File: src/rtl/ddr_wr_arbiter.sv
// Round-robin arbiter sharing the DDR controller's single write command/data port
// among CH_NUM line-write buffers; controller strobes are routed back to the granted channel.
module ddr_wr_arbiter #(
  parameter int CH_NUM      = 4,
  parameter int ADDR_WIDTH  = 27,
  parameter int LEN_WIDTH   = 16,
  parameter int DQ_WIDTH    = 16,
  parameter int TIMEOUT_CYC = 4096
) (
  input  logic                             ddr_clk,
  input  logic                             ddr_rst,
  input  logic [CH_NUM-1:0]                ch_en,
  input  logic [CH_NUM-1:0]                ch_wreq,
  input  logic [CH_NUM*ADDR_WIDTH-1:0]     ch_waddr,
  input  logic [CH_NUM*LEN_WIDTH-1:0]      ch_wr_len,
  input  logic [CH_NUM*8*DQ_WIDTH-1:0]     ch_wdata,
  output logic [CH_NUM-1:0]                ch_wrdy,
  output logic [CH_NUM-1:0]                ch_wdata_req,
  output logic [CH_NUM-1:0]                ch_wdone,
  output logic                             ddr_wreq,
  output logic [ADDR_WIDTH-1:0]            ddr_waddr,
  output logic [LEN_WIDTH-1:0]             ddr_wr_len,
  input  logic                             ddr_wrdy,
  input  logic                             ddr_wdata_req,
  input  logic                             ddr_wdone,
  output logic [8*DQ_WIDTH-1:0]            ddr_wdata,
  output logic [1:0]                       grant_id,
  output logic                             busy,
  output logic                             err_overrun,
  output logic                             err_timeout
);

  localparam int DW   = 8*DQ_WIDTH;
  localparam int WD_W = $clog2(TIMEOUT_CYC+1);

  typedef enum logic [1:0] {
    S_IDLE = 2'd0,
    S_REQ  = 2'd1,
    S_DATA = 2'd2
  } state_t;

  state_t                r_state;
  state_t                w_state_next;
  logic [1:0]            r_rr_ptr;
  logic [1:0]            r_grant_id;
  logic [ADDR_WIDTH-1:0] r_waddr;
  logic [LEN_WIDTH-1:0]  r_wr_len;
  logic [LEN_WIDTH:0]    r_beat_cnt;
  logic [WD_W-1:0]       r_wd;
  logic                  r_err_overrun;
  logic                  r_err_timeout;

  logic [3:0]            w_elig;
  logic [ADDR_WIDTH-1:0] w_addr_arr [4];
  logic [LEN_WIDTH-1:0]  w_len_arr  [4];
  logic [DW-1:0]         w_data_arr [4];
  logic                  w_found;
  logic [1:0]            w_pick;
  logic [1:0]            w_rr_next;
  logic                  w_end;
  logic                  w_timeout;

  // Wraps a sum of two channel indices (each < CH_NUM) back into range.
  function automatic logic [1:0] f_wrap(input logic [2:0] v);
    logic [2:0] t;
    t = (v >= 3'(CH_NUM)) ? (v - 3'(CH_NUM)) : v;
    return t[1:0];
  endfunction

  // Unused slots are tied off so a 2-bit index never reaches past the array.
  for (genvar gi = 0; gi < 4; gi++) begin : g_slot
    if (gi < CH_NUM) begin : g_used
      assign w_elig[gi]     = ch_wreq[gi] & ch_en[gi];
      assign w_addr_arr[gi] = ch_waddr[gi*ADDR_WIDTH +: ADDR_WIDTH];
      assign w_len_arr[gi]  = ch_wr_len[gi*LEN_WIDTH +: LEN_WIDTH];
      assign w_data_arr[gi] = ch_wdata[gi*DW +: DW];
    end else begin : g_unused
      assign w_elig[gi]     = 1'b0;
      assign w_addr_arr[gi] = '0;
      assign w_len_arr[gi]  = '0;
      assign w_data_arr[gi] = '0;
    end
  end

  always_comb begin
    w_found = 1'b0;
    w_pick  = r_rr_ptr;
    for (int k = 0; k < CH_NUM; k++) begin
      if (!w_found && w_elig[f_wrap({1'b0, r_rr_ptr} + 3'(k))]) begin
        w_found = 1'b1;
        w_pick  = f_wrap({1'b0, r_rr_ptr} + 3'(k));
      end
    end
  end

  assign w_rr_next = f_wrap({1'b0, r_grant_id} + 3'd1);

  always_comb begin
    w_state_next = r_state;
    w_end        = 1'b0;
    w_timeout    = 1'b0;
    case (r_state)
      S_IDLE: begin
        if (w_found) w_state_next = S_REQ;
      end
      S_REQ: begin
        if (ddr_wrdy) w_state_next = S_DATA;
      end
      S_DATA: begin
        if (ddr_wdone) begin
          w_end        = 1'b1;
          w_state_next = S_IDLE;
        end else if (r_wd >= WD_W'(TIMEOUT_CYC-1)) begin
          w_end        = 1'b1;
          w_timeout    = 1'b1;
          w_state_next = S_IDLE;
        end
      end
      default: w_state_next = S_IDLE;
    endcase
  end

  always_ff @(posedge ddr_clk) begin
    if (ddr_rst) begin
      r_state       <= S_IDLE;
      r_rr_ptr      <= '0;
      r_grant_id    <= '0;
      r_waddr       <= '0;
      r_wr_len      <= '0;
      r_beat_cnt    <= '0;
      r_wd          <= '0;
      r_err_overrun <= 1'b0;
      r_err_timeout <= 1'b0;
    end else begin
      r_state <= w_state_next;
      if (r_state == S_IDLE && w_found) begin
        r_grant_id <= w_pick;
        r_waddr    <= w_addr_arr[w_pick];
        r_wr_len   <= w_len_arr[w_pick];
      end
      // Counters are cleared while waiting in REQ so DATA always starts from zero.
      if (r_state == S_REQ) begin
        r_beat_cnt <= '0;
        r_wd       <= '0;
      end else if (r_state == S_DATA) begin
        if (ddr_wdata_req) begin
          if (r_beat_cnt != '1) r_beat_cnt <= r_beat_cnt + 1'b1;
          if (r_beat_cnt >= {1'b0, r_wr_len}) r_err_overrun <= 1'b1;
        end
        if (r_wd != WD_W'(TIMEOUT_CYC)) r_wd <= r_wd + 1'b1;
        if (w_end) r_rr_ptr <= w_rr_next;
        if (w_timeout) r_err_timeout <= 1'b1;
      end
    end
  end

  for (genvar gi = 0; gi < CH_NUM; gi++) begin : g_route
    assign ch_wrdy[gi]      = ddr_wrdy      & (r_state == S_REQ)  & (r_grant_id == 2'(gi));
    assign ch_wdata_req[gi] = ddr_wdata_req & (r_state == S_DATA) & (r_grant_id == 2'(gi));
    assign ch_wdone[gi]     = ddr_wdone     & (r_state == S_DATA) & (r_grant_id == 2'(gi));
  end

  // Unregistered so a channel's bypassed first beat reaches the controller with no delay.
  assign ddr_wdata   = w_data_arr[r_grant_id];
  assign ddr_wreq    = (r_state == S_REQ);
  assign ddr_waddr   = r_waddr;
  assign ddr_wr_len  = r_wr_len;
  assign grant_id    = r_grant_id;
  assign busy        = (r_state != S_IDLE);
  assign err_overrun = r_err_overrun;
  assign err_timeout = r_err_timeout;

endmodule

File: config.mk
export PLATFORM = sky130hd
export DESIGN_NAME = ddr_wr_arbiter
export DESIGN_NICKNAME = d
export VERILOG_FILES = /design/src/rtl/ddr_wr_arbiter.sv
export SDC_FILE = /design/constraint.sdc
export NUM_CORES = 1
export LEC_CHECK = 0
export ABC_CLOCK_PERIOD_IN_PS = 2100
export CAP_MARGIN = 20
export CORE_AREA = 8 8 337 339
export CTS_CLUSTER_DIAMETER = 80
export DETAILED_ROUTE_END_ITERATION = 10
export DIE_AREA = 0 0 345 347
export PLACE_DENSITY = 0.36
export SETUP_SLACK_MARGIN = 0.05
export SLEW_MARGIN = 15
export SYNTH_ARGS = -nofsm -noshare
export SYNTH_HDL_FRONTEND = slang
export SYNTH_SLANG_ARGS = --single-unit
export TNS_END_PERCENT = 10
File: constraint.sdc
create_clock -name ddr_clk -period 2.1 [get_ports ddr_clk]
set_input_delay 0.21 -clock ddr_clk [delete_from_list [all_inputs] [get_ports ddr_clk]]
set_output_delay 0.21 -clock ddr_clk [all_outputs]
set_load 0.01 [all_outputs]
==> results of run 1 <==
==> logic make-up after synthesis <==
| family | synth area share (%) |
|---|---|
| mux | 49.0 |
| simple gates | 10.4 |
| xor+xnor | 2.37 |
| fa+ha+maj | 3.87 |
| buf+inv | 5.27 |
| compound gates | 8.29 |
| flops | 20.9 |
==> registers in the layout (all words and copies together) (netlist names) <==
| name | flops |
|---|---|
| ddr_waddr | 27 |
| ddr_wr_len | 16 |
| err_overrun | 1 |
| err_timeout | 1 |
| grant_id | 2 |
| r_beat_cnt | 17 |
| r_rr_ptr | 2 |
| r_state | 2 |
| r_wd | 13 |
==> stage by stage <==
stage	TNS, ns	setup WS (ns)
3_3_place_gp	-8.79	-0.215
6_report	-12.04	-0.269
4_1_cts	-19.59	-0.315
3_5_place_dp	-10.85	-0.257
5_1_grt	-21.47	-0.308
2_1_floorplan	0	0.0521
==> routing by layer <==
metal | track usage, % | part of all wire, % | vias to the layer above
met1 | 17.8 | 38 | 5331
met4 | 3.01 | 2.0 | 22
met3 | 6.08 | 8.4 | 110
met5 | 0 | 0.15 | -
li1 | - | - | 4674
met2 | 30.3 | 52 | 622
==> critical path, cell delays in order, from the launching register on <==
cell and delay, ns:
dfxtp_4 0.36, buf_12 0.15, buf_16 0.15, buf_16 0.15, buf_8 0.14, mux4_2 0.61, buf_8 0.19
==> cell usage after synthesis, types with 3 or more instances <==
master and count:
nor2_1 40, o221ai_1 43, xor2_1 14, clkbuf_1 29, a21o_1 5, mux2i_1 92
a21oi_1 15, ha_1 24, dfxtp_1 81, nor3_1 5, nand3_1 13, and2b_1 3
buf_1 4, nand2_1 64, xnor2_1 7, buf_12 4, nand4_1 6, buf_2 14
buf_4 4, and2_1 3, inv_1 24, and3_1 16, o21ai_0 9, or3_1 7
mux4_2 128
==> power groups by stage <==
stage | Sequential, mW | Combinational (mW) | Clock (mW)
2_1_floorplan | 1.81 | 1.37 | 0
3_3_place_gp | 1.81 | 4.72 | 0
3_5_place_dp | 1.81 | 4.73 | 0
4_1_cts | 1.77 | 5.00 | 1.83
5_1_grt | 1.77 | 5.20 | 1.88
6_report | 1.76 | 4.94 | 1.73
==> layout make-up <==
class / instances / area, um^2 / area share (%)
Timing Repair Buffer: 1000 / 10300 / 51.6
Multi-Input combinational cell: 521 / 5850 / 29.3
Tap cell: 1414 / 1770 / 8.85
Sequential cell: 81 / 1630 / 8.18
Clock buffer: 9 / 225 / 1.13
Inverter: 24 / 90.1 / 0.451
Clock inverter: 7 / 78.8 / 0.394
Antenna cell: 10 / 25.0 / 0.125
==> final timing paths <==
check                 from       endpoint  slack (ns)
max            grant_id[0]   ddr_wdata[1]       -0.27
min          ddr_waddr[13]  ddr_waddr[13]        0.47
max reg2reg  r_beat_cnt[3]  r_beat_cnt[5]       -0.06
min reg2reg  ddr_waddr[13]  ddr_waddr[13]        0.47
==> what timing repair did <==
| action | in CTS | in global routing |
|---|---|---|
| setup endpoints to repair | 153 | 154 |
| gates cloned | 6 | 1 |
| setup buffers | 19 | 11 |
| gates resized for setup | 405 | 63 |
| pin swaps | 5 | 2 |
==> results by group, run 1 <==
Power and ir drop
  • Switch share: 35.6%
  • Worst vdd ir: 0.400 mV
  • Net Switching: 3.00 mW
  • Combinational share of power: 58.6%
  • Clock network power share: 20.5%
  • Pleak: 7.04 nW
  • PnR Total Power: 8.43 mW
  • Int Power: 5.43 mW
  • Seq pwr share: 20.9%
  • Power Dens Cells: 422 mW/mm^2

Clock tree
  • Reg clk slew, reported paths: 0.07 ns
  • CTS Buffer Depth: 2
  • Root Buffer: clkbuf_16
  • Clk_lat worst skew: 0.38 ns
  • Hold-fix buffers at CTS: 0
  • CTS Buf Count: 9
  • H-tree levels: 3
  • TritonCTS clock tree: done
  • Clock sink count: 81

STA
  • Peak Freq: 422 MHz
  • Slew @ Worst Pin: 0.658 ns
  • Endpoints failing hold: 0
  • Post-layout minimum cycle time: 2.37 ns
  • Hold Slack: 0.467 ns
  • PnR worst setup slack: -0.269 ns
  • Unrepaired setup endpoints after global routing: true
  • Max_slew headroom: 56.1%
  • Worst-case clock skew: 0.00914 ns
  • Tcrit/Tclk final: 113%
  • Final setup violation count: 107
  • Fin. max-slew vios: 0

Detailed routing
  • Vias: 10800
  • First DRT Iteration DRCs: 487
  • DRC violations left: 0
  • DR WL/cell: 33.6 um
  • ANT nets after route: 0
  • Vias/cell: 3.51
  • Pre-Repair DR Iteration Count: 4
  • DRT Wirelength: 103000 um

Synthesis
  • FFs w/ async S/R, synth: 0%
  • Syn Area/Cell: 11.4 um^2
  • Flops & latches, synth: 81
  • Syn Std Cell Area: 0.00777 mm^2
  • Share of the synthesized area in the top cell type: 37.1%
  • Main synth FF type: dfxtp_1
  • Syn Nets: 1404
  • Post-synth EDFFs: 0
  • Register area share after synthesis: 20.9%
  • Synth top area cells: mux4_2, dfxtp_1, mux2i_1, o221ai_1, ha_1
  • Cell variety after synth: 45
  • Yosys warns: 0
  • Largest area contributor in the netlist: mux4_2
  • Mapped Cells: 683

Floorplan
  • Die area: 0.120 mm^2
  • Die Ht: 347 um
  • Die Span X: 345 um
  • IO Count: 886
  • # rows: 121
  • Starting Density: 7.19%
  • Core area: 0.108 mm^2

Finish
  • Area delta synth->final: 157%
  • Post-Layout Cell Count: 3066
  • Commonest non-fill, non-tap cell in the layout: clkdlybuf4s50_1
  • Final nets: 2358
  • Design area: 0.0200 mm^2
  • Fillers: 12000
  • Layout cells sized above 1: 25.8%
  • Final Util: 18.5%
  • Most frequent cells in the layout: clkdlybuf4s50_1, mux4_2, buf_6

Critical path
  • Worst Setup End Kind: output pin
  • Max Fanout on Critical Path: 7
  • Critical path startpoint category: flop
  • Worst Path Arrival: 2.16 ns
  • WS Path Type: reg -> out
  • CP Data Required Time: 1.89 ns
  • Reg2Reg Depth: 10

Global route
  • Grt ovf: 0
  • Initial antenna violation count: 67
  • Gr usage total: 16.3%
  • Pin count of the biggest net entering global routing: 44
  • Vias in the first global route: 11800
  • Global-route wire length before repair: 130000 um

Run status
  • Status: complete, but fails checks
  • Failing checks: negative setup slack

Flow run
  • Max_cap viols: 0

Place
  • I/O Buffers: 885
  • Final HPWL DP: 93400 um
  • Post-place instance area: 0.0188 mm^2
  • GPL Wtd Cong: 0.928
  • Placed cell count: 3003

Hold path
  • Hold path cells: 2
  • Hold Crit Class: reg -> reg
Note: power is estimated with default switching activity, not from simulation.
==> run 2, diff against run 1 <==
--- a/config.mk
+++ b/config.mk
@@ -17,4 +17,4 @@
 export SYNTH_ARGS = -nofsm -noshare
 export SYNTH_HDL_FRONTEND = slang
 export SYNTH_SLANG_ARGS = --single-unit
-export TNS_END_PERCENT = 10
+export TNS_END_PERCENT = 5
==> run 2 against run 1 <==
  * The flow still finishes with violations (negative setup slack)
  * Non-clock buffer count is 3 lower
  * Flip-flop and latch count unchanged
  * Wire length barely moved
  * Clock-buffer cell count did not move
  * Global-route usage hardly changed
  * Worst setup slack about the same
  * Via count down 0.35%
  * Worst hold slack barely moved
  * Clock power about the same
  * First-iteration DRC count up 1.6%
  * Die area stayed put
  * Critical path type unchanged
  * Highest routed layer unchanged
==> results by group, run 2 (synthesis gave the netlist of run 1 again) <==
Run status
  • Status: complete, but fails checks
  • Failing checks: negative setup slack

Place
  • GPL Wtd Cong: 0.928
  • Post-place instance area: 0.0188 mm^2
  • I/O Buffers: 885
  • Final HPWL DP: 93400 um
  • Placed cell count: 3003
  • Place WS: -0.257 ns

STA
  • Post-layout minimum cycle time: 2.37 ns
  • Setup TNS: -13.42 ns
  • Max_slew headroom: 57.0%
  • Hold Slack: 0.467 ns
  • Unrepaired setup endpoints after global routing: true
  • Tcrit/Tclk final: 113%
  • PnR worst setup slack: -0.268 ns
  • Worst-case clock skew: 0.00762 ns
  • Fin. max-slew vios: 0
  • Endpoints failing hold: 0
  • Peak Freq: 422 MHz
  • Slew @ Worst Pin: 0.644 ns
  • Final setup violation count: 110

Critical path
  • Delay-heaviest family, CP: buffers and inverters
  • Worst Path Arrival: 2.16 ns
  • Max Fanout on Critical Path: 7
  • Reg2Reg Depth: 10
  • CP Data Required Time: 1.89 ns
  • Worst Setup End Kind: output pin
  • R2R Setup Slk: -0.07 ns
  • WS Path Type: reg -> out
  • Critical path startpoint category: flop
  • Critical path cell sequence: buf_12, buf_16, buf_16, buf_8, mux4_2, buf_8
  • CP Buf/Inv Count: 5
  • WP depth: 6
  • Worst reg2reg startpoint: r_beat_cnt[3]
  • Critical R2R Capture: r_beat_cnt[5]
  • CP max stage cell: mux4_2
  • CP peak stage delay: 0.61 ns

Power and ir drop
  • Combinational share of power: 58.6%
  • Seq pwr share: 20.9%
  • Clock network power share: 20.5%
  • Switch share: 35.6%
  • PnR Total Power: 8.40 mW
  • Power Dens Cells: 421 mW/mm^2
  • Int Power: 5.41 mW
  • Worst vdd ir: 0.397 mV
  • Net Switching: 2.99 mW
  • Pleak: 7.02 nW

Finish
  • Post-Layout Cell Count: 3074
  • Design area: 0.0200 mm^2
  • Max FFs per register: 27
  • Commonest non-fill, non-tap cell in the layout: clkdlybuf4s50_1
  • Final nets: 2355
  • Fillers: 12000
  • Layout cells sized above 1: 25.3%
  • Most frequent cells in the layout: clkdlybuf4s50_1, mux4_2, mux2i_1
  • Sequential cell area: 0.00163 mm^2
  • Final Util: 18.5%
  • Area delta synth->final: 157%
  • Multi-input logic area: 0.00585 mm^2

Floorplan
  • Die Span X: 345 um
  • # rows: 121
  • Die Ht: 347 um
  • Die area: 0.120 mm^2
  • Starting Density: 7.19%
  • IO Count: 886
  • Core area: 0.108 mm^2

Clock tree
  • TritonCTS clock tree: done
  • CTS Buf Count: 9
  • Hold-fix buffers at CTS: 0
  • Clock sink count: 81
  • Root Buffer: clkbuf_16
  • CTS Buffer Depth: 2
  • Reg clk slew, reported paths: 0.07 ns
  • H-tree levels: 3
  • Clk_lat worst skew: 0.37 ns

Detailed routing
  • Vias/cell: 3.49
  • Pre-Repair DR Iteration Count: 4
  • DR WL/cell: 33.5 um
  • ANT nets after route: 0
  • First DRT Iteration DRCs: 495
  • Vias: 10700
  • DRC violations left: 0
  • DRT Wirelength: 103000 um

Global route
  • Gr usage total: 16.3%
  • Vias in the first global route: 11800
  • Grt ovf: 0
  • Global-route wire length before repair: 130000 um
  • Initial antenna violation count: 69
  • Pin count of the biggest net entering global routing: 44

Hold path
  • Hold Crit Class: reg -> reg
  • Min-delay src: ddr_waddr[13]
  • Hold path cells: 2
  • Hold Path Sink: ddr_waddr[13]

Flow run
  • Max_cap viols: 0
[run 2: changes by cell type in the layout (fill, tap and decap cells not counted)]
cell,before,now
dlygate4sd2_1,0,6
buf_4,61,69
buf_12,32,31
clkbuf_2,14,7
diode_2,10,21
buf_6,101,91
dlymetal6s2s_1,0,1
[run 2: how the worst max path moves through the flow]
stage                              from       endpoint  slack [ns]
after global placement         ch_en[0]  ddr_wr_len[9]       -0.21
after global routing        grant_id[0]   ddr_wdata[1]       -0.31
after CTS                   grant_id[0]   ddr_wdata[1]       -0.31
after floorplan           r_beat_cnt[5]  r_beat_cnt[5]        0.05
final                       grant_id[0]   ddr_wdata[1]       -0.27
after detailed placement       ch_en[0]  ddr_waddr[11]       -0.26
[run 2: timing repair]
item / CTS / global route
pin swaps: 5 / 2
resized for setup: 402 / 40
cloned: 6 / 1
endpoints found under the setup margin: 153 / 154
buffers inserted: 17 / 10
[run 2: final cells by class]
class	count	share of cell area [%]
tap	1414	8.86
antenna	21	0.263
multi-input combinational	521	29.3
clock inverter	7	0.395
clock buffer	9	1.13
timing repair buffer	997	51.4
sequential	81	8.18
inverter	24	0.451
[run 2: worst min-delay path, stage by stage, from the launching register on]
cell and delay (ns):
dfxtp_1 0.33, nand2_1 0.05, o221ai_1 0.05
[run 2: metal layers]
layer	part of all wire, %	GRT usage, %	vias to the layer above
met5	0.17	0	-
li1	-	-	4687
met3	9.0	6.10	113
met4	2.1	2.95	24
met1	37	17.8	5287
met2	52	30.3	610
[run 2: power by group through the flow]
stage	sequential [mW]	combinational [mW]	clock, mW
3_5_place_dp	1.81	4.73	0
6_report	1.76	4.92	1.72
5_1_grt	1.77	5.18	1.88
2_1_floorplan	1.81	1.37	0
3_3_place_gp	1.81	4.72	0
4_1_cts	1.77	4.99	1.83
